[src/rtl/spi_shift_sequencer_pkg.sv]
// Shared definitions for the SPI shift sequencer: shift-register mode codes and
// sequencer state encodings.
package spi_shift_sequencer_pkg;

  typedef enum logic [1:0] {
    MODE_HOLD  = 2'b00,
    MODE_RIGHT = 2'b01,
    MODE_LEFT  = 2'b10,
    MODE_PLOAD = 2'b11
  } shreg_mode_e;

  typedef enum logic [1:0] {
    ST_IDLE  = 2'd0,
    ST_LOAD  = 2'd1,
    ST_SHIFT = 2'd2,
    ST_DONE  = 2'd3
  } seq_state_e;

  function automatic int unsigned cnt_width(input int unsigned width);
    return $clog2(width) + 1;
  endfunction

endpackage

[src/rtl/spi_shift_sequencer_tx.sv]
// One-entry transmit holding register with a valid/ready write side and a
// consume port; the data register reads as FILL whenever the entry is empty.
module spi_shift_sequencer_tx
  import spi_shift_sequencer_pkg::*;
#(
  parameter int unsigned       WIDTH = 8,
  parameter logic [WIDTH-1:0]  FILL  = '0
) (
  input  logic             i_clk,
  input  logic             i_rst,
  input  logic [WIDTH-1:0] i_data,
  input  logic             i_valid,
  output logic             o_ready,
  input  logic             i_consume,
  output logic             o_full,
  output logic [WIDTH-1:0] o_data
);

  logic             r_full;
  logic [WIDTH-1:0] r_data;
  logic             w_capture;

  assign w_capture = i_valid & ~r_full;

  // A capture can only happen while empty, so capture after consume keeps it full.
  always_ff @(posedge i_clk or posedge i_rst) begin
    if (i_rst) begin
      r_full <= 1'b0;
      r_data <= FILL;
    end else if (w_capture) begin
      r_full <= 1'b1;
      r_data <= i_data;
    end else if (i_consume) begin
      r_full <= 1'b0;
      r_data <= FILL;
    end
  end

  assign o_ready = ~r_full;
  assign o_full  = r_full;
  assign o_data  = r_data;

endmodule

[src/rtl/spi_shift_sequencer.sv]
// Sequences an external 8-bit shift register as the SPI serial engine: per
// chip-select byte it parallel-loads the transmit byte, shifts MSB-first and
// hands the received byte on, with abort handling and sticky error flags.
module spi_shift_sequencer
  import spi_shift_sequencer_pkg::*;
#(
  parameter int unsigned      WIDTH = 8,
  parameter logic [WIDTH-1:0] FILL  = '0
) (
  input  logic                   clk,
  input  logic                   reset,
  input  logic                   cs_n,
  input  logic                   sclk_posedge,
  input  logic [WIDTH-1:0]       tx_data,
  input  logic                   tx_valid,
  output logic                   tx_ready,
  input  logic [WIDTH-1:0]       shreg_parallel_out,
  output logic [1:0]             shreg_mode,
  output logic                   shreg_edge,
  output logic [WIDTH-1:0]       shreg_parallel_in,
  output logic [WIDTH-1:0]       rx_data,
  output logic                   rx_valid,
  output logic                   busy,
  output logic [$clog2(WIDTH):0] bit_count,
  output logic                   abort,
  output logic                   err_overrun,
  output logic                   err_underrun,
  input  logic                   err_clr
);

  localparam int unsigned CNT_W = cnt_width(WIDTH);

  seq_state_e       r_state;
  logic             r_busy;
  logic [CNT_W-1:0] r_bit_count;
  logic [WIDTH-1:0] r_rx_data;
  logic             r_rx_valid;
  logic             r_abort;
  logic             r_err_overrun;
  logic             r_err_underrun;

  logic             w_buf_full;
  logic             w_consume;
  logic             w_last_shift;
  logic             w_late_edge;
  shreg_mode_e      w_mode;
  logic             w_edge;

  assign w_consume    = (r_state == ST_LOAD);
  assign w_last_shift = sclk_posedge && (r_bit_count == CNT_W'(WIDTH - 1));
  assign w_late_edge  = sclk_posedge && ((r_state == ST_LOAD) || (r_state == ST_DONE));

  spi_shift_sequencer_tx #(
    .WIDTH (WIDTH),
    .FILL  (FILL)
  ) u_tx_buf (
    .i_clk     (clk),
    .i_rst     (reset),
    .i_data    (tx_data),
    .i_valid   (tx_valid),
    .o_ready   (tx_ready),
    .i_consume (w_consume),
    .o_full    (w_buf_full),
    .o_data    (shreg_parallel_in)
  );

  // Shift-register control follows the state directly so a sampling edge shifts in its own cycle.
  always_comb begin
    w_mode = MODE_HOLD;
    w_edge = 1'b0;
    case (r_state)
      ST_LOAD: begin
        w_mode = MODE_PLOAD;
        w_edge = 1'b1;
      end
      ST_SHIFT: begin
        if (sclk_posedge) begin
          w_mode = MODE_LEFT;
          w_edge = 1'b1;
        end
      end
      default: ;
    endcase
  end

  assign shreg_mode = w_mode;
  assign shreg_edge = w_edge;

  always_ff @(posedge clk or posedge reset) begin
    if (reset) begin
      r_state        <= ST_IDLE;
      r_busy         <= 1'b0;
      r_bit_count    <= '0;
      r_rx_data      <= '0;
      r_rx_valid     <= 1'b0;
      r_abort        <= 1'b0;
      r_err_overrun  <= 1'b0;
      r_err_underrun <= 1'b0;
    end else begin
      r_rx_valid <= 1'b0;
      r_abort    <= 1'b0;

      // Clear first so a same-cycle set event below takes priority.
      if (err_clr) begin
        r_err_overrun  <= 1'b0;
        r_err_underrun <= 1'b0;
      end
      if (w_late_edge) begin
        r_err_overrun <= 1'b1;
      end

      case (r_state)
        ST_IDLE: begin
          if (!cs_n) begin
            r_state <= ST_LOAD;
            r_busy  <= 1'b1;
          end
        end

        ST_LOAD: begin
          r_bit_count <= '0;
          if (!w_buf_full) begin
            r_err_underrun <= 1'b1;
          end
          if (cs_n) begin
            r_state <= ST_IDLE;
            r_busy  <= 1'b0;
            r_abort <= 1'b1;
          end else begin
            r_state <= ST_SHIFT;
          end
        end

        ST_SHIFT: begin
          if (sclk_posedge) begin
            r_bit_count <= r_bit_count + CNT_W'(1);
          end
          // Final edge wins over a simultaneous chip-select release.
          if (w_last_shift) begin
            r_state <= ST_DONE;
          end else if (cs_n) begin
            r_state <= ST_IDLE;
            r_busy  <= 1'b0;
            r_abort <= 1'b1;
          end
        end

        ST_DONE: begin
          r_rx_data  <= shreg_parallel_out;
          r_rx_valid <= 1'b1;
          if (cs_n) begin
            r_state <= ST_IDLE;
            r_busy  <= 1'b0;
          end else begin
            r_state <= ST_LOAD;
          end
        end

        default: begin
          r_state <= ST_IDLE;
          r_busy  <= 1'b0;
        end
      endcase
    end
  end

  assign busy         = r_busy;
  assign bit_count    = r_bit_count;
  assign rx_data      = r_rx_data;
  assign rx_valid     = r_rx_valid;
  assign abort        = r_abort;
  assign err_overrun  = r_err_overrun;
  assign err_underrun = r_err_underrun;

endmodule

[config.mk]
export PLATFORM = sky130hd
export DESIGN_NAME = spi_shift_sequencer
export DESIGN_NICKNAME = d
export VERILOG_FILES = /design/src/rtl/spi_shift_sequencer_pkg.sv /design/src/rtl/spi_shift_sequencer_tx.sv /design/src/rtl/spi_shift_sequencer.sv
export SDC_FILE = /design/constraint.sdc
export NUM_CORES = 1
export LEC_CHECK = 0
export CORE_MARGIN = 2
export CORE_UTILIZATION = 43
export CTS_CLUSTER_DIAMETER = 60
export DETAILED_ROUTE_END_ITERATION = 10
export HOLD_SLACK_MARGIN = 0.08
export MAX_ROUTING_LAYER = met4
export PLACE_DENSITY = 0.87
export SLEW_MARGIN = 20
export SYNTH_ARGS = -nofsm -noshare
export SYNTH_HDL_FRONTEND = slang
export SYNTH_SLANG_ARGS = --single-unit
[constraint.sdc]
create_clock -name clk -period 1.8 [get_ports clk]
set_input_delay 0.27 -clock clk [delete_from_list [all_inputs] [get_ports clk]]
set_output_delay 0.27 -clock clk [all_outputs]
set_load 0.1 [all_outputs]
==> Yosys cells after proc, flatten, opt, wreduce, memory -nomap -nowiden <==
Cells that the tools add are included.
{ "word_totals": {"out_inout_bits": 29, "in_bits": 22, "register_bits": 28, "wordCells": 61} }
{ "classes": {"n_eq_ne": 8, "add_sub_neg": 1, "reduce_logical": 11, "muxes": 29, "bitwise_logic": 2} }
{ "ops": {"columns": ["op", "n"], "rows": [
  ["8-bit two-way mux", 2],
  ["1-bit two-way mux", 15],
  ["2-bit two-way mux", 5],
  ["2-bit one-hot mux with 4 select lines", 1],
  ["4-bit one-hot mux with 2 select lines", 1],
  ["2-bit inequality test (second input constant)", 3],
  ["2-bit AND reduction", 3],
  ["2-bit nonzero test", 3],
  ["4-bit by 1-bit adder with 4-bit output (second input constant)", 1],
  ["2-bit equality test (second input constant)", 2],
  ["4-bit by 3-bit equality test with 1-bit output (second input constant)", 1],
  ["4-bit two-way mux", 1],
  ["1-bit one-hot mux with 2 select lines", 2],
  ["2-bit one-hot mux with 2 select lines", 1],
  ["3-bit inequality test (second input constant)", 1],
  ["1-bit one-hot mux with 3 select lines", 1],
  ["2-bit by 1-bit equality test with 1-bit output (second input constant)", 1],
  ["1-bit logical AND", 2],
  ["2-bit logical NOT", 1],
  ["2-bit OR reduction", 1],
  ["1-bit bitwise AND", 1],
  ["1-bit logical OR", 1],
  ["1-bit NOT", 1]
]} }

==> Logic depth before layout (Yosys ltp) <==
{ "depth": {"word_depth": 4, "ltp_mapped": 6, "mapped_depth_nobuf": 5} }

==> Modules after synthesis <==
Synthesis repeated with hierarchy kept, for this count alone.
{ "unflattened": {"cells_unflattened": 111, "area_unflattened_um2": 1415.1} }
{ "by_module_without_submodules": {"columns": ["module", "area_each_um2", "seq_area_each_um2", "cells_per_inst", "instances"], "rows": [
  ["spi_shift_sequencer", 972.2, 475.5, 81, 1],
  ["spi_shift_sequencer_tx", 442.9, 225.2, 30, 1]
]} }

==> Least setup slack after synthesis <==
Ideal clock, no wire load.
{ "synth_path": {"path_kind": "register to output", "start": "register r_state[1]", "end": "output port shreg_mode[1]", "n_path_buf": 1, "required_ns": 1.530, "path_stages_with_launch": 6, "t_arrival_ns": 3.375, "slack_ns": -1.845, "cell_sequence": "dfrtp_1 -> inv_1 -> ha_1 -> a21oi_1 -> nor2b_1 -> buf_4"} }
{ "synth_between": {"elab_chain_len": 2, "elab_cells_between_ends": 3, "cone_classes": "2 x eq/ne; 1 x mux"} }
{ "synth_rtl": {"columns": ["element", "line_no", "rtl"], "rows": [
  ["start, declared", "spi_shift_sequencer.sv:33", "seq_state_e r_state;"],
  ["start signal, assigned", "spi_shift_sequencer.sv:91", "r_state <= ST_IDLE;"],
  ["start signal, assigned", "spi_shift_sequencer.sv:115", "r_state <= ST_LOAD;"],
  ["start signal, assigned", "spi_shift_sequencer.sv:126", "r_state <= ST_IDLE;"],
  ["2-bit equality test / 2-bit by 1-bit equality test with 1-bit output (equally long branches)", "spi_shift_sequencer.sv:71", "case (r_state)"],
  ["2-bit one-hot mux with 2 select lines *", "spi_shift_sequencer.sv:71", null],
  ["end, declared", "spi_shift_sequencer.sv:18", "output logic [1:0] shreg_mode,"]
]} }
Every way passes the cells marked *; elsewhere a longest branch is shown, timed or not.

==> Final worst setup path <==
{ "layout_path": {"start": "register r_state[0]", "end": "output port shreg_mode[1]"} }
Same word-level chain as after synthesis.

==> qor.csv <==
metric,value,unit
net count after synthesis,146,
synth unique cells,32,
Post-synth EDFFs,0,
vias per cell,5.21,
most common cell in the netlist,dfrtp_1,
vias after detailed routing,1073,
FMAX,579,MHz
GR Util All Layers,19.7,%
yosys warns,0,
chip height,59.2,um
GRT Residual Overflow,0,
Starting Density,44.0,%
drt first pass iters,4,
Slew @ Worst Pin,0.459,ns
Routed WL per cell,14.8,um
Crit. End Element,primary output,
final hold slack,0.252,ns
WL final,3050,um
"critical path fanouts, max",5,
top post-synthesis cells by area,"dfrtp_1 (53%), mux2_2 (6.9%), ha_1 (5.7%)",
cells after synthesis,118,
final net count,202,
share of post-route cells with drive strength above 1,36.4,%
"Top FF cell, synth",dfrtp_1,
IO Count,51,
Root Driver,clkbuf_4,
vias in the first global route,1118,
crit path capture,shreg_mode[1],
die area,0.00351,mm2
CTS tree,done,
CP Class,reg -> out,
CTS sink count,28,
register area share after synthesis,53.4,%
Critical R2R Launch,r_state[0]$_DFFE_PP0P_,
gpl congestion,0.919,
largest stage delay on the critical path,0.42,ns
core area,0.00298,mm2
largest net degree at the start of global routing,16,
worst reg-to-reg path cell count,5,
CP bufs+invs,2,
insertion delay to the later sink of the worst-skew pair,0.31,ns
post-route minimum period,1.73,ns
Slew headroom,69.4,%
critical path's top delay family,flip-flops,
WP data required,1.53,ns
"Slowest-stage cell, CP",dfrtp_1,
synthesized area,0.00131,mm2
dominant cell type by area after synthesis,dfrtp_1,
Antenna diodes,0,
Clock Pin Slew Worst Setup and Hold Paths,0.14,ns
post-route ant nets,0,
pre-CTS setup slack,0.0843,ns
die width,59.2,um
final max-slew violation count,0,
global-route wire length before repair,5070,um
commonest cells in the netlist,"dfrtp_1 (28), nand2_1 (19), nand3_1 (9), mux2_2 (8), inv_1 (7)",
Cells after DPL,198,
CP Launch Point,r_state[0]$_DFFE_PP0P_,
Num CTS Buffers,3,
RSZ-0062 raised after global routing,no,
ys async rst share,100,%
Area growth syn-to-layout,53.2,%
outcome,completed,
Crit path depth,4,
final hold viol count,0,
hold_buf cts,0,
"Setup violations, final",0,
# rows,20,
initial antenna violation count,0,
final period utilization,95.9,%
Final Non-Filler Cells,206,
share of the synthesized area in the top cell type,53.4,%
register bit total from synthesis,28,
DRC Markers,0,
IO buf count,50,
R2R Path End,r_state[0]$_DFFE_PP0P_,
max_cap viols,0,
final setup margin,0.0731,ns
Longest Clk Path Bufs,2,
# H-tree levels,1,
startpoint types,flip-flop,
HP Class,in -> async,
Syn Area/Cell,11.1,um2
final clock skew,0.00429,ns
flop2flop setup slack,0.23,ns
post-DP HPWL,2380,um
initial detailed-routing violation count,25,
CP arrival,1.46,ns
cells along the critical path,inv_4 -> ha_4 -> nor2b_4 -> buf_12,
how the worst min path moves through the flow:
stage                              startpoint                              to
2_1_floorplan                           reset                 abort$_DFF_PP0_
3_3_place_gp      u_tx_buf.o_full$_DFFE_PP0P_          err_underrun$_DFF_PP0_
3_5_place_dp   u_tx_buf.o_data[3]$_DFFE_PP0P_  u_tx_buf.o_data[3]$_DFFE_PP0P_
4_1_cts                                 reset                busy$_DFFE_PP0P_
5_1_grt                                 reset          rx_data[7]$_DFFE_PP0P_
6_report                                reset          rx_data[5]$_DFFE_PP0P_
area by class of cell:
| cell class | instances | area, um2 |
|---|---|---|
| fill | 229 | 968 |
| sequential | 28 | 706 |
| multi-input combinational | 76 | 601 |
| timing repair buffer | 57 | 593 |
| tap | 33 | 41.3 |
| clock buffer | 4 | 36.3 |
| inverter | 8 | 32.5 |
tightest hold or removal path, cell delays in order:
cell	delay, ns
clkdlybuf4s50_1	0.40
inv_1	0.07
buf_4	0.21
per-stage QoR:
stage                     util, %  cell area [um2]  setup TNS, ns
after floorplan                 -             1370         -0.227
after CTS                    67.0             1990              0
final                        67.5             2010              0
after global placement       64.7             1930              0
after detailed placement     64.7             1930              0
after global routing         67.5             2010              0
cells in the final DEF, fill, tap and decap left out, types with 2 or more instances in the layout:
cell type | Yosys | final
nand3_1 | 9 | 9
a22o_1 | 4 | 4
nand4_1 | 2 | 2
inv_2 | 1 | 2
buf_12 | 0 | 9
nor3_1 | 2 | 2
inv_1 | 7 | 5
clkbuf_4 | 0 | 3
nand4b_1 | 2 | 2
ha_4 | 0 | 3
xnor2_1 | 2 | 2
ha_1 | 6 | 3
a21oi_1 | 3 | 2
dfrtp_1 | 28 | 24
buf_4 | 1 | 27
dfrtp_2 | 0 | 4
clkdlybuf4s50_1 | 0 | 21
o21ai_0 | 3 | 3
nand2_1 | 19 | 19
mux2_2 | 8 | 8
nor2_1 | 2 | 2
sequential cells by signal (all words and copies together) (netlist names):
signal and cells:
abort 1, bit_count 4, busy 1, err_overrun 1, err_underrun 1, r_state 2, rx_data 8, rx_valid 1
u_tx_buf.o_data 8, u_tx_buf.o_full 1
what timing repair did:
item                                    CTS  global route
gates resized for setup                   1             2
pin swaps                                 1             0
endpoints found under the setup margin    2             2
setup buffers                             4             0
per-layer routing:
layer / up-vias / part of all wire (%) / global-route usage [%]
met1: 523 / 42 / 22.6
met4: 0 / 0.89 / 6.49
met2: 32 / 53 / 35.3
met3: 2 / 4.3 / 2.40
li1: 516 / - / -
met5: - / 0 / -
logic make-up after synthesis:
group / after synthesis / synth area share, %
flip-flops: 28 / 53.4
multiplexers: 9 / 7.73
XOR/XNOR: 3 / 2.00
AND/OR/NAND/NOR: 44 / 17.4
buffers and inverters: 14 / 5.06
AO/OA/AOI/OAI: 14 / 8.68
adder cells (fa/ha/maj): 6 / 5.73
Power of run 1 is not shown: default switching activity piles up to over one toggle a cycle in this logic, so the estimate is an artifact.
